**config.mk**
```make
export PLATFORM = sky130hd
export DESIGN_NAME = bus_resp_router_flat
export DESIGN_NICKNAME = d
export VERILOG_FILES = /design/src/rtl/bus_resp_router_pkg.sv /design/src/rtl/bus_resp_router_if.sv /design/src/rtl/bus_resp_router_tag_fifo.sv /design/src/rtl/bus_resp_router.sv /design/src/flat_wrapper.sv
export SDC_FILE = /design/constraint.sdc
export NUM_CORES = 1
export LEC_CHECK = 0
export ABC_AREA = 1
export CAP_MARGIN = 25
export CORE_MARGIN = 2
export CORE_UTILIZATION = 35
export CTS_CLUSTER_DIAMETER = 120
export DETAILED_ROUTE_END_ITERATION = 16
export GPL_TIMING_DRIVEN = 0
export PLACE_DENSITY_LB_ADDON = 0.2
export SLEW_MARGIN = 0
export SYNTH_ARGS = -nofsm -noshare
export SYNTH_HDL_FRONTEND = slang
export SYNTH_SLANG_ARGS = --single-unit
```
**constraint.sdc**
```tcl
create_clock -name clk_i -period 3 [get_ports clk_i]
set_input_delay 0.6 -clock clk_i [delete_from_list [all_inputs] [get_ports clk_i]]
set_output_delay 0.6 -clock clk_i [all_outputs]
set_load 0.03 [all_outputs]
```
**src/rtl/bus_resp_router_pkg.sv**
```systemverilog
// bus_resp_router_pkg: shared tag type, sizing helpers and defaults for the response router.
package bus_resp_router_pkg;
   localparam int MAX_SLAVES = 16;
   localparam int IDX_W = $clog2(MAX_SLAVES);
   localparam logic [31:0] ERR_DATA_DEF = 32'hDEAD_BEEF;
   typedef struct packed {
      logic err;
      logic [IDX_W-1:0] idx;
   } rsp_tag_t;
   function automatic int tag_w(input int n_slaves);
      return $clog2(n_slaves) + 1;
   endfunction
endpackage

```
**src/rtl/bus_resp_router_if.sv**
```systemverilog
// bus_resp_router_if: request/response bundle between master, decoder, router and slaves.
interface bus_resp_router_if #(
   parameter int N_SLAVES = 4,
   parameter int DATA_W = 32
);
   logic m_req_valid;
   logic m_req_ready;
   logic [N_SLAVES-1:0] dec_sel;
   logic dec_err;
   logic [N_SLAVES-1:0] s_req_valid;
   logic [N_SLAVES-1:0] s_req_ready;
   logic [N_SLAVES-1:0] s_rsp_valid;
   logic [N_SLAVES-1:0] s_rsp_ready;
   logic [N_SLAVES*DATA_W-1:0] s_rsp_data;
   logic m_rsp_valid;
   logic m_rsp_ready;
   logic [DATA_W-1:0] m_rsp_data;
   logic m_rsp_err;
   modport slave (
      input m_req_valid, dec_sel, dec_err, s_req_ready, s_rsp_valid, s_rsp_data, m_rsp_ready,
      output m_req_ready, s_req_valid, s_rsp_ready, m_rsp_valid, m_rsp_data, m_rsp_err
   );
   modport master (
      output m_req_valid, dec_sel, dec_err, s_req_ready, s_rsp_valid, s_rsp_data, m_rsp_ready,
      input m_req_ready, s_req_valid, s_rsp_ready, m_rsp_valid, m_rsp_data, m_rsp_err
   );
endinterface

```
**src/rtl/bus_resp_router_tag_fifo.sv**
```systemverilog
// bus_resp_router_tag_fifo: in-order tag FIFO; head is visible combinationally on dout.
module bus_resp_router_tag_fifo #(
   parameter int DEPTH = 4,
   parameter int WIDTH = 5
) (
   input  logic clk_i,
   input  logic rst_i,
   input  logic push,
   input  logic pop,
   input  logic [WIDTH-1:0] din,
   output logic [WIDTH-1:0] dout,
   output logic full,
   output logic empty,
   output logic [$clog2(DEPTH):0] count
);
   localparam int AW = $clog2(DEPTH);
   logic [WIDTH-1:0] mem [DEPTH];
   logic [AW-1:0] wp, rp;
   logic do_push, do_pop;
   assign full = count == (AW+1)'(DEPTH);
   assign empty = count == '0;
   assign do_push = push && !full;
   assign do_pop = pop && !empty;
   assign dout = mem[rp];
   always_ff @(posedge clk_i)
      if (do_push) mem[wp] <= din;
   always_ff @(posedge clk_i or posedge rst_i)
      if (rst_i) begin
         wp <= '0;
         rp <= '0;
         count <= '0;
      end else begin
         wp <= wp + AW'(do_push);
         rp <= rp + AW'(do_pop);
         count <= count + (AW+1)'(do_push) - (AW+1)'(do_pop);
      end
endmodule

```
**src/rtl/bus_resp_router.sv**
```systemverilog
// bus_resp_router: fans requests out to the decoded slave and returns responses in issue order.
module bus_resp_router
   import bus_resp_router_pkg::*;
#(
   parameter int N_SLAVES = 4,
   parameter int DATA_W = 32,
   parameter int MAX_OUT = 4,
   parameter logic [DATA_W-1:0] ERR_DATA = DATA_W'(ERR_DATA_DEF)
) (
   input  logic clk_i,
   input  logic rst_i,
   bus_resp_router_if.slave bus,
   output logic [$clog2(MAX_OUT):0] outstanding_o
);
   localparam int SW = $clog2(N_SLAVES);
   logic [SW-1:0] idx, hidx;
   logic err, full, empty, push, pop;
   rsp_tag_t tag_in, head;
   always_comb begin
      idx = '0;
      for (int i = 0; i < N_SLAVES; i++) idx = bus.dec_sel[i] ? SW'(i) : idx;
   end
   assign err = bus.dec_err || !$onehot(bus.dec_sel);
   // rst_i gates every handshake so they drop the moment reset is asserted
   assign bus.s_req_valid = (!rst_i && bus.m_req_valid && !full && !err) ? bus.dec_sel : '0;
   assign bus.m_req_ready = !rst_i && !full && (err || bus.s_req_ready[idx]);
   assign push = bus.m_req_valid && bus.m_req_ready;
   assign tag_in = '{err: err, idx: IDX_W'(idx)};
   assign hidx = SW'(head.idx);
   assign bus.m_rsp_valid = !rst_i && !empty && (head.err || bus.s_rsp_valid[hidx]);
   assign bus.m_rsp_err = bus.m_rsp_valid && head.err;
   assign bus.m_rsp_data = !bus.m_rsp_valid ? '0 :
      head.err ? ERR_DATA : bus.s_rsp_data[int'(hidx)*DATA_W +: DATA_W];
   assign bus.s_rsp_ready = (!rst_i && !empty && !head.err && bus.m_rsp_ready) ?
      N_SLAVES'(1) << hidx : '0;
   assign pop = bus.m_rsp_valid && bus.m_rsp_ready;
   bus_resp_router_tag_fifo #(.DEPTH(MAX_OUT), .WIDTH($bits(rsp_tag_t))) u_fifo (
      .clk_i(clk_i),
      .rst_i(rst_i),
      .push(push),
      .pop(pop),
      .din(tag_in),
      .dout(head),
      .full(full),
      .empty(empty),
      .count(outstanding_o)
   );
endmodule

```
**src/flat_wrapper.sv**
```systemverilog
// flat-port wrapper written by rule: the top's interface ports become plain ports
module bus_resp_router_flat import bus_resp_router_pkg::*;
#(
   parameter int N_SLAVES = 4,
   parameter int DATA_W = 32,
   parameter int MAX_OUT = 4,
   parameter logic [DATA_W-1:0] ERR_DATA = DATA_W'(ERR_DATA_DEF)
)
  (clk_i, rst_i, outstanding_o, bus_m_req_valid, bus_dec_sel, bus_dec_err, bus_s_req_ready, bus_s_rsp_valid, bus_s_rsp_data, bus_m_rsp_ready, bus_m_req_ready, bus_s_req_valid, bus_s_rsp_ready, bus_m_rsp_valid, bus_m_rsp_data, bus_m_rsp_err);
  bus_resp_router_if #(.N_SLAVES(N_SLAVES), .DATA_W(DATA_W)) bus_i ();
  input  logic clk_i;
  input  logic rst_i;
  output logic [$clog2(MAX_OUT):0] outstanding_o;
  input wire logic [$bits(bus_i.m_req_valid)-1:0] bus_m_req_valid;
  input wire logic [$bits(bus_i.dec_sel)-1:0] bus_dec_sel;
  input wire logic [$bits(bus_i.dec_err)-1:0] bus_dec_err;
  input wire logic [$bits(bus_i.s_req_ready)-1:0] bus_s_req_ready;
  input wire logic [$bits(bus_i.s_rsp_valid)-1:0] bus_s_rsp_valid;
  input wire logic [$bits(bus_i.s_rsp_data)-1:0] bus_s_rsp_data;
  input wire logic [$bits(bus_i.m_rsp_ready)-1:0] bus_m_rsp_ready;
  output wire logic [$bits(bus_i.m_req_ready)-1:0] bus_m_req_ready;
  output wire logic [$bits(bus_i.s_req_valid)-1:0] bus_s_req_valid;
  output wire logic [$bits(bus_i.s_rsp_ready)-1:0] bus_s_rsp_ready;
  output wire logic [$bits(bus_i.m_rsp_valid)-1:0] bus_m_rsp_valid;
  output wire logic [$bits(bus_i.m_rsp_data)-1:0] bus_m_rsp_data;
  output wire logic [$bits(bus_i.m_rsp_err)-1:0] bus_m_rsp_err;
  assign bus_i.m_req_valid = bus_m_req_valid;
  assign bus_i.dec_sel = bus_dec_sel;
  assign bus_i.dec_err = bus_dec_err;
  assign bus_i.s_req_ready = bus_s_req_ready;
  assign bus_i.s_rsp_valid = bus_s_rsp_valid;
  assign bus_i.s_rsp_data = bus_s_rsp_data;
  assign bus_i.m_rsp_ready = bus_m_rsp_ready;
  assign bus_m_req_ready = bus_i.m_req_ready;
  assign bus_s_req_valid = bus_i.s_req_valid;
  assign bus_s_rsp_ready = bus_i.s_rsp_ready;
  assign bus_m_rsp_valid = bus_i.m_rsp_valid;
  assign bus_m_rsp_data = bus_i.m_rsp_data;
  assign bus_m_rsp_err = bus_i.m_rsp_err;
  bus_resp_router #(.N_SLAVES(N_SLAVES), .DATA_W(DATA_W), .MAX_OUT(MAX_OUT), .ERR_DATA(ERR_DATA)) u_core (.clk_i(clk_i), .rst_i(rst_i), .bus(bus_i), .outstanding_o(outstanding_o));
endmodule
```
==> run_results.csv <==
group,metric,value,unit
logic_synthesis,synth_compound_area_frac,0.0111,
critical_path,critPathArrivalTime,2350,ps
place,pre_cts_slack,-970,ps
final_layout,drive_above_1_share,0.156,
logic_synthesis,ys_types,29,
place,placed_cell_area,4710,sq um
die,start_util,0.358,
die,core_region_area,7210,sq um
critical_path,max_stage_delay,340,ps
logic_synthesis,yosysMostFrequentCell,"nand2_1",
place,gp_congestion,0.913,
status,outcome,"finished clean",
final_layout,n_antenna_cell,0,
timing,max_freq,339,MHz
logic_synthesis,syn_area_per_cell,5.80,sq um
global_routing,grt_max_degree,11,
pwr,peakVddDrop,586,uV
logic_synthesis,yosysSeqAreaShare,0.207,
timing,fin_crit_sh,0.983,
logic_synthesis,ys_ff_latch,19,
logic_synthesis,yosysWarnings,0,
clock_network,numCtsBuffers,3,
timing,clock_skew,4.90,ps
logic_synthesis,netlist_area,2580,sq um
global_routing,antenna_found_initial,0,
timing,setup_ws,49.5,ps
final_layout,nFillCells,661,
timing,worst_pin_slew,534,ps
timing,hold_viol,0,
timing,slew_headroom,0.640,
global_routing,use_met3,0.0427,
die,design.portCount,191,
final_layout,final_cells,745,
die,dieHeight,89.9,um
clock_network,cts_buffer_depth,2,
logic_synthesis,synth_ff_type,"edfxtp_1",
pwr,p_leak,2.28,nW
final_layout,final_nets,802,
drt,first_pass_iters,4,
critical_path,worstSetupEndpointType,"primary output",
logic_synthesis,synthAdderAreaFrac,0.0543,
critical_path,startpoint_type,"primary input",
final_layout,multi_input_area,1820,sq um
die,row_count,31,
critical_path,crit_top_cell,"ha_4",
pwr,power.density,984,nW/um^2
critical_path,crit_fanout,3,
global_routing,track_usage,0.264,
clock_network,clk_pin_slew,70,ps
timing,drv_slew,0,
place,dpl.cell_count,734,
logic_synthesis,synth_edf_count,12,
logic_synthesis,synthTopCellsByArea,"nand2_1 26%, nand3_1 17%, edfxtp_1 14%",
global_routing,gr-usage-met1,0.299,
clock_network,htreeDepth,1,
logic_synthesis,synthMuxAreaShare,0,
die,dieArea,8080,sq um
die,die_w,89.9,um
critical_path,cp_num_buf_inv,5,
critical_path,cp_slowest_cell,"fa_2",
hold_path,hold_path.class,"reg -> reg",
logic_synthesis,syn-instance-count,445,
drt,viasPerCell,4.81,
clock_network,clock_latency,250,ps
drt,drt-wirelength-per-cell,14.8,um
drt,drc,0,
place,portBuffers,190,
logic_synthesis,yosys.area_share.simple,0.585,
critical_path,critPathTopFamily,"adder cells",
global_routing,grt_pass1_vias,3374,
global_routing,grt_overflow,0,
clock_network,clock_sinks,19,
critical_path,worstPathCellList,"buf_6, inv_4, ha_4, ha_4, fa_2, nor4_4, nand3_2, buf_4, nand2_1, inv_1, buf_2",
logic_synthesis,async_flop_share,0.368,
flow_run,max-cap-violations,0,
pwr,power,4.63,mW
global_routing,met2_usage,0.515,
drt,first_iter_violations,144,
logic_synthesis,syn_nets,600,
logic_synthesis,synth_top_area_cell,"nand2_1",
final_layout,area_growth,82.5,%
clock_network,root_buffer,"clkbuf_8",
global_routing,grt_busiest_layer,"met2",
critical_path,worst-setup-path-type,"in -> out",
drt,num_vias,3586,
clock_network,cts_tree,"done",
final_layout,fin_area,4710,sq um
final_layout,regArea,536,sq um
logic_synthesis,synthTopCellsByCount,"179 x nand2_1, 87 x nand3_1, 62 x nor2_1",
logic_synthesis,synth_xor_area_frac,0.0136,
drt,ant_nets,0,
place,dpl.hpwl,8.77,mm
timing,finalSetupViolCount,0,
logic_synthesis,synth_top_family_by_area,"simple AND/OR/NAND/NOR gates",
drt,wl,11.0,mm
critical_path,crit_required,2400,ps
logic_synthesis,yosys.area.top_type_share,0.260,
timing,fin_setup_tns,0,ps
global_routing,grt_first_pass_wirelength,17.5,mm
timing,period_minus_slack,2950,ps
==> through the flow <==
stage | utilization | hold WS (ps)
2_1_floorplan | - | 415
3_3_place_gp | 0.653 | 505
3_5_place_dp | 0.653 | 522
4_1_cts | 0.660 | 532
5_1_grt | 0.653 | 576
6_report | 0.653 | 540
==> final timing paths <==
check                               startpoint                      to  slack (ps)  cells past startpoint
max                             bus_dec_sel[2]         bus_m_req_ready          50                     11
min                        u_core.u_fifo.rp[0]     u_core.u_fifo.rp[0]         540                      1
max reg2reg                u_core.u_fifo.rp[0]  u_core.u_fifo.count[2]         300                     15
min reg2reg                u_core.u_fifo.rp[0]     u_core.u_fifo.rp[0]         540                      1
max in group asynchronous                rst_i     u_core.u_fifo.wp[1]        2280                      2
min in group asynchronous                rst_i  u_core.u_fifo.count[1]         560                      2
==> layout make-up <==
| type | instances | share of cell area |
|---|---|---|
| Clock buffer | 4 | 0.00956 |
| Buffer | 24 | 0.0444 |
| Tap cell | 99 | 0.0263 |
| Inverter | 33 | 0.0300 |
| Timing Repair Buffer | 197 | 0.389 |
| Sequential cell | 19 | 0.114 |
| Multi-Input combinational cell | 369 | 0.387 |
==> worst register-to-register path: stages, from the launching register on <==
cell	delay [ps]
dfrtp_1	400
buf_6	150
inv_4	90
nand2_1	60
nand3_1	110
nand2_1	240
nand3_2	190
inv_2	120
nor2_2	190
ha_4	230
inv_2	60
ha_4	110
inv_2	30
fa_2	340
xnor2_2	140
xor2_1	140
==> placed cells by master, fill, tap and decap left out, drive strengths merged <==
master / Yosys / routed
o21ai: 3 / 3
edfxtp: 12 / 12
dfrtp: 7 / 7
a21oi: 2 / 2
ha: 8 / 8
xor2: 3 / 3
clkdlybuf4s50: 0 / 143
fa: 2 / 2
dlygate4sd2: 0 / 7
xnor2: 1 / 1
buf: 24 / 39
nand2: 185 / 185
nor2: 66 / 66
or2: 1 / 1
nor3: 7 / 7
nand3: 90 / 90
nor4: 1 / 1
clkdlybuf4s15: 0 / 10
clkbuf: 0 / 26
inv: 33 / 33
==> report_power, final <==
| part | internal, mW | total (mW) | switching, mW | leakage, nW |
|---|---|---|---|---|
| Combinational | 1.45 | 4.04 | 2.59 | 2.07 |
| Sequential | 0.351 | 0.420 | 0.0684 | 0.187 |
| Clock | 0.0942 | 0.171 | 0.0765 | 0.0228 |
==> timing repair <==
action,in CTS,in global routing
hold buffers,0,0
cloned,0,0
endpoints found under the hold margin,0,0
pin swaps,13,1
resized for setup,92,58
buffers inserted,7,0
setup endpoints to repair,58,38
==> registers in the layout (all words and copies together), names as in the netlist <==
| register | cells |
|---|---|
| u_core.u_fifo.mem | 12 |
| u_core.u_fifo.count | 3 |
| u_core.u_fifo.rp | 2 |
| u_core.u_fifo.wp | 2 |
==> metal layers <==
metal  up-vias  part of all wire
li1       1813                 -
met1      1624              0.39
met2       135              0.53
met3        14             0.064
met4         0             0.017
met5         -                 0
==> cell families (layout without fill, tap and decap cells) <==
group,count (synthesis),count (layout)
AOI/OAI and AO/OA,5,5
xor gates and xnor gates,4,4
adders and majority gates,10,10
buffers and inverters,57,258
DFF,19,19
and+or+nand+nor,350,350
(Power assumes the default switching activity.)
